==> src/rtl/alu_issue_arbiter_pkg.sv <==
// Shared constants for the ALU issue path: datapath width, opcode width and ALU opcode encodings.
package alu_issue_arbiter_pkg;

  localparam int XLEN     = 32;
  localparam int ALU_OP_W = 4;

  typedef logic [ALU_OP_W-1:0] alu_op_t;

  localparam alu_op_t ALU_ADD    = 4'd0;
  localparam alu_op_t ALU_SUB    = 4'd1;
  localparam alu_op_t ALU_AND    = 4'd2;
  localparam alu_op_t ALU_OR     = 4'd3;
  localparam alu_op_t ALU_XOR    = 4'd4;
  localparam alu_op_t ALU_SLL    = 4'd5;
  localparam alu_op_t ALU_SRL    = 4'd6;
  localparam alu_op_t ALU_SRA    = 4'd7;
  localparam alu_op_t ALU_SLT    = 4'd8;
  localparam alu_op_t ALU_SLTU   = 4'd9;
  localparam alu_op_t ALU_BEQ    = 4'd10;
  localparam alu_op_t ALU_BGE    = 4'd11;
  localparam alu_op_t ALU_BGEU   = 4'd12;
  localparam alu_op_t ALU_BNE    = 4'd13;
  localparam alu_op_t ALU_ADD_PC = 4'd14;

endpackage

==> src/rtl/alu_issue_arbiter_rr_picker.sv <==
// Combinational round-robin priority encoder: first set request at or after ptr_i, wrapping.
module alu_issue_arbiter_rr_picker #(
  parameter int IDX_W = 2
) (
  input  logic [(1<<IDX_W)-1:0] req_i,
  input  logic [IDX_W-1:0]      ptr_i,
  output logic                  gnt_valid_o,
  output logic [IDX_W-1:0]      gnt_idx_o
);

  localparam int N = 1 << IDX_W;

  logic [IDX_W-1:0] idx;

  // Scan from the farthest offset back to ptr_i so the nearest hit is written last.
  always_comb begin
    gnt_valid_o = 1'b0;
    gnt_idx_o   = '0;
    idx         = '0;
    for (int k = N - 1; k >= 0; k--) begin
      idx = ptr_i + IDX_W'(k);
      if (req_i[idx]) begin
        gnt_valid_o = 1'b1;
        gnt_idx_o   = idx;
      end
    end
  end

endmodule

==> src/rtl/alu_issue_arbiter.sv <==
// Picks ready RS entries round-robin, issues one per cycle to a single-cycle ALU, and buffers
// results in a 2-deep writeback FIFO; a 2-credit counter keeps the FIFO from overflowing.
module alu_issue_arbiter
  import alu_issue_arbiter_pkg::*;
#(
  parameter int RS_WIDTH = 2
) (
  input  logic                           clk_in,
  input  logic                           rst_in,
  input  logic                           rdy_in,
  input  logic                           clear,
  input  logic [(1<<RS_WIDTH)-1:0]       rs_ready,
  input  logic [(1<<RS_WIDTH)*XLEN-1:0]  rs_a,
  input  logic [(1<<RS_WIDTH)*XLEN-1:0]  rs_b,
  input  logic [(1<<RS_WIDTH)*ALU_OP_W-1:0] rs_op,
  output logic                           issue_valid,
  output logic [RS_WIDTH-1:0]            issue_index,
  output logic                           cal,
  output logic [XLEN-1:0]                alu_a,
  output logic [XLEN-1:0]                alu_b,
  output logic [ALU_OP_W-1:0]            alu_op,
  output logic [RS_WIDTH-1:0]            alu_index,
  input  logic                           alu_done,
  input  logic [RS_WIDTH-1:0]            alu_done_index,
  input  logic [XLEN-1:0]                alu_result,
  output logic                           wb_valid,
  output logic [RS_WIDTH-1:0]            wb_index,
  output logic [XLEN-1:0]                wb_result,
  input  logic                           wb_ack
);

  localparam int RS_SIZE = 1 << RS_WIDTH;

  logic [RS_SIZE-1:0]  pending_q, pending_d;
  logic [RS_WIDTH-1:0] rr_ptr_q, rr_ptr_d;
  logic [1:0]          cnt_q, cnt_d;

  logic [RS_WIDTH-1:0] fifo_idx_q [2];
  logic [XLEN-1:0]     fifo_res_q [2];
  logic                fifo_rd_q, fifo_wr_q;
  logic [1:0]          fifo_cnt_q;

  logic                cal_q, issue_valid_q;
  logic [RS_WIDTH-1:0] issue_index_q, alu_index_q;
  logic [XLEN-1:0]     alu_a_q, alu_b_q;
  logic [ALU_OP_W-1:0] alu_op_q;

  logic                gnt_valid;
  logic [RS_WIDTH-1:0] gnt_idx;
  logic                flush, push, pop, issue;

  alu_issue_arbiter_rr_picker #(.IDX_W(RS_WIDTH)) u_rr_picker (
    .req_i      (rs_ready & ~pending_q),
    .ptr_i      (rr_ptr_q),
    .gnt_valid_o(gnt_valid),
    .gnt_idx_o  (gnt_idx)
  );

  // Writeback handshake: the head transfers on a cycle with wb_valid=1, wb_ack=1 and rdy_in=1;
  // wb_ack while wb_valid=0 has no effect, and the head stays stable until taken.
  assign flush = rdy_in & clear;
  assign pop   = rdy_in & ~clear & wb_valid & wb_ack;
  assign push  = alu_done & ~flush;
  // A pop in the same cycle frees the credit the new issue needs.
  assign issue = rdy_in & ~clear & gnt_valid & ((cnt_q != 2'd2) | pop);

  always_comb begin
    pending_d = pending_q;
    rr_ptr_d  = rr_ptr_q;
    cnt_d     = cnt_q;
    if (flush) begin
      pending_d = '0;
      rr_ptr_d  = '0;
      cnt_d     = '0;
    end else begin
      if (push) pending_d[alu_done_index] = 1'b0;
      if (issue) begin
        pending_d[gnt_idx] = 1'b1;
        rr_ptr_d           = gnt_idx + RS_WIDTH'(1);
      end
      case ({issue, pop})
        2'b10:   cnt_d = cnt_q + 2'd1;
        2'b01:   cnt_d = cnt_q - 2'd1;
        default: cnt_d = cnt_q;
      endcase
    end
  end

  always_ff @(posedge clk_in or posedge rst_in) begin
    if (rst_in) begin
      pending_q     <= '0;
      rr_ptr_q      <= '0;
      cnt_q         <= '0;
      fifo_rd_q     <= 1'b0;
      fifo_wr_q     <= 1'b0;
      fifo_cnt_q    <= '0;
      for (int i = 0; i < 2; i++) begin
        fifo_idx_q[i] <= '0;
        fifo_res_q[i] <= '0;
      end
      cal_q         <= 1'b0;
      issue_valid_q <= 1'b0;
      issue_index_q <= '0;
      alu_index_q   <= '0;
      alu_a_q       <= '0;
      alu_b_q       <= '0;
      alu_op_q      <= '0;
    end else begin
      pending_q <= pending_d;
      rr_ptr_q  <= rr_ptr_d;
      cnt_q     <= cnt_d;
      if (flush) begin
        fifo_rd_q     <= 1'b0;
        fifo_wr_q     <= 1'b0;
        fifo_cnt_q    <= '0;
        cal_q         <= 1'b0;
        issue_valid_q <= 1'b0;
      end else begin
        // When full, push and pop share a slot: the head is read this cycle, then overwritten.
        if (push) begin
          fifo_idx_q[fifo_wr_q] <= alu_done_index;
          fifo_res_q[fifo_wr_q] <= alu_result;
          fifo_wr_q             <= ~fifo_wr_q;
        end
        if (pop) fifo_rd_q <= ~fifo_rd_q;
        case ({push, pop})
          2'b10:   fifo_cnt_q <= fifo_cnt_q + 2'd1;
          2'b01:   fifo_cnt_q <= fifo_cnt_q - 2'd1;
          default: fifo_cnt_q <= fifo_cnt_q;
        endcase
        cal_q         <= issue;
        issue_valid_q <= issue;
        if (issue) begin
          issue_index_q <= gnt_idx;
          alu_index_q   <= gnt_idx;
          alu_a_q       <= rs_a[gnt_idx*XLEN +: XLEN];
          alu_b_q       <= rs_b[gnt_idx*XLEN +: XLEN];
          alu_op_q      <= rs_op[gnt_idx*ALU_OP_W +: ALU_OP_W];
        end
      end
    end
  end

  assign cal         = cal_q;
  assign issue_valid = issue_valid_q;
  assign issue_index = issue_index_q;
  assign alu_index   = alu_index_q;
  assign alu_a       = alu_a_q;
  assign alu_b       = alu_b_q;
  assign alu_op      = alu_op_q;
  assign wb_valid    = (fifo_cnt_q != 2'd0);
  assign wb_index    = fifo_idx_q[fifo_rd_q];
  assign wb_result   = fifo_res_q[fifo_rd_q];

endmodule
==> config.mk <==
export PLATFORM = sky130hd
export DESIGN_NAME = alu_issue_arbiter
export DESIGN_NICKNAME = d
export VERILOG_FILES = /design/src/rtl/alu_issue_arbiter_pkg.sv /design/src/rtl/alu_issue_arbiter_rr_picker.sv /design/src/rtl/alu_issue_arbiter.sv
export SDC_FILE = /design/constraint.sdc
export NUM_CORES = 1
export LEC_CHECK = 0
export ABC_AREA = 1
export BUFFER_PORTS_ARGS = -buffer_cell sky130_fd_sc_hd__buf_2
export CORE_AREA = 4 4 164 166
export CTS_CLUSTER_SIZE = 20
export DETAILED_ROUTE_END_ITERATION = 12
export DIE_AREA = 0 0 168 170
export PLACE_DENSITY = 0.75
export REMOVE_ABC_BUFFERS = 1
export SETUP_SLACK_MARGIN = 0.15
export SLEW_MARGIN = 20
export SYNTH_ARGS = -nofsm -noshare
export SYNTH_HDL_FRONTEND = slang
export SYNTH_SLANG_ARGS = --single-unit
export TNS_END_PERCENT = 100
==> constraint.sdc <==
create_clock -name clk_in -period 11 [get_ports clk_in]
set_clock_uncertainty 0.15 [all_clocks]
set_input_delay 3.3 -clock clk_in [delete_from_list [all_inputs] [get_ports clk_in]]
set_output_delay 3.3 -clock clk_in [all_outputs]
set_load 0.02 [all_outputs]
Word-level counts from Yosys, hierarchy flattened. Index checks and enable logic that the tools add are counted.

Output and inout port bits: 109. Input bits: 316. Register bits after elaboration: 151.

Shift-type cells: 3. Reductions and logical operators: 11. Bitwise logic cells: 19. Magnitude comparators: 11. Equal/unequal tests: 5. Multiplexer cells: 47. Add/subtract/negate cells: 8.

Operators by type and width (number): 128-bit by 8-bit indexed part select with 32-bit output (2); 32-bit 2-to-1 mux (4); 64-bit bitwise mux (1); 32-bit demux with 1-bit select (1); 2-bit 2-to-1 mux (12); 2-bit by 3-bit less-than comparator with 1-bit output, second input constant (6); 4-bit 2-to-1 mux (4); 16-bit by 5-bit indexed part select with 4-bit output (1); 1-bit 2-to-1 mux (15); 2-bit by 1-bit adder with 2-bit output, second input constant (4); 4-bit bitwise AND (2); 1-bit binary-select mux with 2-bit select (4); 4-bit inverter (2); 2-bit one-hot mux with 2 select lines (2); 2-bit nonzero test (4); 1-bit bitwise AND (7); 3-bit nonzero test (2); 2-bit adder, second input constant (2); 4-bit bitwise mux (1); 1-bit demux with 2-bit select (2); 2-bit by 1-bit == test with 1-bit output, second input constant (2); 2-bit == test, second input constant (2); 2-bit by 1-bit >= comparator with 1-bit output, second input constant (2); 2-bit >= comparator, second input constant (2); 10 further kinds (18).

Logic depth before layout (Yosys ltp).
Depth in word-level cells: 15. Gate-level depth with buffers: 16.

By module. From an unflattened synthesis, not the netlist that was laid out.

Cell total of the unflattened synthesis: 1193. Area, all modules: 8366.8 um^2.

Modules (own cells, without submodules): alu_issue_arbiter (instances 1, cells each 1147, area an instance 8154.1 um^2); alu_issue_arbiter_rr_picker (instances 1, cells each 46, area an instance 212.7 um^2).

Worst setup path before layout. OpenSTA, ideal clock, no wires.

Path kind: input-to-reg. Start point: in rs_ready[1]. End point: reg rr_ptr_q[1]. Arrival time: 4.554 ns. Stages on the path: 11. Library setup time: 0.126 ns. Setup slack: 6.170 ns. Required time: 10.724 ns. Path through: nand3_1 > and2_1 > nand2_2 > nand2_2 > nand2_2 > nand2_2 > inv_2 > buf_2 > ha_1 > nand2_1 > o21ai_0.

Longest elaborated chain between the ends: 10.

RTL lines: from (decl) (line alu_issue_arbiter.sv:12) `input logic [(1<<RS_WIDTH)-1:0] rs_ready,`; 4-bit bitwise AND (*) (line alu_issue_arbiter.sv:53) `.req_i (rs_ready & ~pending_q),`; 1-bit binary-select mux with 2-bit select (line alu_issue_arbiter_rr_picker.sv:22) `if (req_i[idx]) begin`; 1-bit 2-to-1 mux (implied by the code) (line alu_issue_arbiter_rr_picker.sv:22); 2-bit 2-to-1 mux (3 in series) (line alu_issue_arbiter_rr_picker.sv:22); 2-bit 2-to-1 mux (*) (line alu_issue_arbiter_rr_picker.sv:22); net gnt_idx[0] (line alu_issue_arbiter.sv:49) `logic [RS_WIDTH-1:0] gnt_idx;`; 2-bit by 1-bit adder with 2-bit output (*) (line alu_issue_arbiter.sv:79) `rr_ptr_d = gnt_idx + RS_WIDTH'(1);`; 2-bit 2-to-1 mux (*) (line alu_issue_arbiter.sv:77) `if (issue) begin`; 2-bit 2-to-1 mux (*) (line alu_issue_arbiter.sv:71) `if (flush) begin`; to (signal assigned) (line alu_issue_arbiter.sv:110) `rr_ptr_q <= rr_ptr_d;`; to (decl) (line alu_issue_arbiter.sv:35) `logic [RS_WIDTH-1:0] rr_ptr_q, rr_ptr_d;`.

Mark *: on every way through the listed nets, which the timed path passes. The rest lies on a longest branch. The select of a mux whose other input is x is not followed. A chain may end at the register's enable or synchronous reset.

Worst setup path after layout.
Start point: in rs_ready[0]. End point: reg rr_ptr_q[1].

Longest elaborated chain between the ends: 10.

RTL lines (line): 4-bit bitwise AND (*) (alu_issue_arbiter.sv:53); 1-bit binary-select mux with 2-bit select (alu_issue_arbiter_rr_picker.sv:22); 1-bit 2-to-1 mux (implied by the code) (alu_issue_arbiter_rr_picker.sv:22); 2-bit 2-to-1 mux / 1-bit 2-to-1 mux (equally long branches) (4 in series) (alu_issue_arbiter_rr_picker.sv:22); 2-bit by 1-bit adder with 2-bit output / 1-bit bitwise AND (equally long branches) (alu_issue_arbiter.sv:79, alu_issue_arbiter.sv:65); 2-bit 2-to-1 mux / 1-bit bitwise AND (equally long branches) (alu_issue_arbiter.sv:77, alu_issue_arbiter.sv:65); 2-bit 2-to-1 mux / 2-bit nonzero test (equally long branches).

Mark *: on every way between the ends. The rest lies on a longest branch, timed or not. The select of a mux whose other input is x is not followed.

==> flow_summary.json <==
{
  "yosysMostFrequentCell": "nand2_1",
  "fin_crit_ps": 6090,
  "post-route-util_pct": 47.8,
  "worstSetupPathType": "input port to flop",
  "ant_nets": 0,
  "synth_largest_area_cell": "dfrtp_1",
  "synthTopCellsByArea": "dfrtp_1 40%, nand2_1 20%, nand3_1 13%",
  "r2r_start": "rr_ptr_q[0]$_DFFE_PP0P_",
  "critPathMaxStageDelay_ps": 700,
  "synthCells": 1442,
  "dp_slack_ps": 4530,
  "grt_use_total_pct": 20.3,
  "final_layout_size_suffix_gt1_share_pct": 26.8,
  "grt_pass1_vias": 9777,
  "cts_buffers": 17,
  "grt_pass1_wl_um": 47700,
  "dp.cells": 2119,
  "slew_headroom_pct": 35.5,
  "ys.flop_type": "dfrtp_1",
  "post-synth-top-area-fraction_pct": 40.0,
  "synthArstFlopShare_pct": 100,
  "rsz0062_at_grt": "no",
  "clk_pin_slew_ps": 70,
  "ir_drop_v": 0.000187,
  "yosysWarningCount": 0,
  "std_cell_rows": 59,
  "num_io_pins": 425,
  "overflow": 0,
  "min_path_type": "flop to flop",
  "setup.worst_path.start_class": "input port",
  "ys_ff_latch": 151,
  "fp.coreArea_um2": 25600,
  "power_density_nw_per_um2": 291,
  "place_hpwl_um": 22000,
  "start_util_pct": 36.9,
  "cts_hold_buf": 0,
  "die_area_um2": 28600,
  "layout.nets": 2123,
  "grt_max_degree": 94,
  "cts_sinks": 151,
  "syn_area_per_cell_um2": 6.56,
  "drt_first_pass_iters": 6,
  "rr_worst_depth": 14,
  "cts_tree": "done",
  "cts_resized": 0,
  "endpoint": "rr_ptr_q[1]$_DFFE_PP0P_",
  "drt_iter0_markers": 842,
  "yosysSeqAreaShare_pct": 40.0,
  "cts_setup_buffers": 0,
  "tns_ps": 0,
  "final_hold_viol_count": 0,
  "synth_commonest_cells": "503 x nand2_1, 286 x inv_1, 254 x nand3_1",
  "p_leak_nw": 7.62,
  "insertion_delay_ps": 420,
  "fin_cells": 2154,
  "drv_slew": 0,
  "crit_arrival_ps": 6240,
  "gp_congestion": 0.947,
  "num_vias": 10400,
  "max_slew.worst_pin.slew_ps": 966,
  "cts_max_level": 4,
  "fin_ws_ps": 4910,
  "netlist_area_um2": 9460,
  "crit_family": "buffers and inverters",
  "syn2layout_area_growth_pct": 29.5,
  "die_x_um": 168,
  "critPathMostFrequentCell": "nand2_1",
  "synth_edf_count": 0,
  "io_buffers": 424,
  "crit_start": "rs_ready[0]",
  "synth_cell_types": 32,
  "status": "completed",
  "crit_chain": "buf_2, nand3_1, nand2_1, nand2_1, nand2_1, nand2_2, nand2_2, nand2_2, buf_4, nand2_4, inv_2, ha_1, nand2_1, o21ai_0",
  "clock.fmax_ghz": 0.164,
  "critical_path_depth": 14,
  "antenna_found_initial": 4,
  "avgRoutedWirePerCell_um": 14.4,
  "die_h_um": 170,
  "slowest_stage": "inv_2",
  "clockBufferDepth": 2,
  "clockRootBuffer": "clkbuf_16",
  "cp.required_ps": 11150,
  "crit_path_end_kind": "flop",
  "reg2reg_slack_ps": 7210,
  "drt-total-wl_um": 30900,
  "setup_violations": 0,
  "reg2reg_to": "rr_ptr_q[1]$_DFFE_PP0P_",
  "finalCritPeriodShare_pct": 55.4,
  "vias_per_cell": 4.81,
  "maxCapViolCount": 0,
  "cp_max_fo": 67,
  "drc": 0,
  "worst-path-buf-inv": 3
}
[cells by family (layout without fill, tap and decap cells)]
kind of cell | Yosys count | in the layout | share of synthesized area [%]
simple gates | 780 | 780 | 34.9
buf+inv | 382 | 756 | 16.7
flops | 151 | 151 | 40.0
compound gates | 122 | 122 | 7.57
fa+ha+maj | 4 | 4 | 0.529
xor+xnor | 2 | 2 | 0.185
mux | 1 | 1 | 0.119
other cells | 0 | 3 | 0
[cell usage in the layout, fill, tap and decap left out, types with 4 or more instances in the layout]
cell       synthesis  routed
inv_1            286     285
dfrtp_1          151     151
buf_4             22       7
clkinv_4           0       4
ha_1               4       4
a21oi_1            6       6
nand2_1          503     501
o211ai_1          35      35
inv_2              4       5
o21ai_0           68      68
nand3_1          254     254
nand2_2            7       6
nor2_1             8       8
nand2_4            1       4
clkbuf_16          0      17
o31ai_1            4       4
inv_6              0       5
buf_2             37     424
o21ai_1            6       6
[tightest hold or removal path, stage by stage, from the launching register on]
cell and delay [ps]:
dfrtp_1 340, nand2_1 50, nand2_1 50
[final cells by class]
class                   instances  area [um2]
multi-input cells             909        4120
inverters                     293        1110
flip-flops and latches        151        3780
diodes                          3        7.51
clock inverters                15         210
clock buffers                  17         425
well taps                     335         419
repair buffers                431        2170
fillers                      2622       13400
[metrics by stage]
step / power (mW) / cell area [um2] / hold WS [ps]
after CTS: 3.58 / 12200 / 327
after detailed placement: 2.92 / 11600 / 309
after floorplan: 2.28 / 8980 / 303
final: 3.57 / 12200 / 325
after global routing: 3.87 / 12200 / 349
after global placement: 2.88 / 11600 / 309
[power breakdown]
part	switching (mW)	total, mW	internal (mW)
Sequential	0.126	0.889	0.762
Combinational	1.42	2.04	0.619
Clock	0.273	0.642	0.369
[flip-flops by register name, summed over array words and instances (netlist names)]
name         cells
fifo_cnt_q       2
fifo_rd_q        1
alu_op           4
cnt_q            2
fifo_res_q      64
alu_index        2
alu_a           32
pending_q        4
issue_valid      1
rr_ptr_q         2
alu_b           32
fifo_wr_q        1
fifo_idx_q       4
[how the worst min path moves through the flow]
stage / start / end / depth (start not counted)
3_5_place_dp: alu_b[23]$_DFFE_PP0P_ / alu_b[23]$_DFFE_PP0P_ / 2
6_report: alu_b[23]$_DFFE_PP0P_ / alu_b[23]$_DFFE_PP0P_ / 2
5_1_grt: fifo_res_q[58]$_DFFE_PP0P_ / fifo_res_q[58]$_DFFE_PP0P_ / 2
4_1_cts: alu_b[23]$_DFFE_PP0P_ / alu_b[23]$_DFFE_PP0P_ / 2
2_1_floorplan: fifo_idx_q[0]$_DFFE_PP0P_ / fifo_idx_q[0]$_DFFE_PP0P_ / 2
3_3_place_gp: alu_a[25]$_DFFE_PP0P_ / alu_a[25]$_DFFE_PP0P_ / 2
[metal layers]
| layer | track usage (%) | routed length [um] | vias to the layer above |
|---|---|---|---|
| li1 | - | - | 5126 |
| met1 | 26.0 | 12900 | 4691 |
| met2 | 33.7 | 14800 | 475 |
| met3 | 3.97 | 2310 | 65 |
| met4 | 8.43 | 954 | 2 |
| met5 | 0 | 12 | - |
Note: power is estimated with default switching activity, not from simulation.
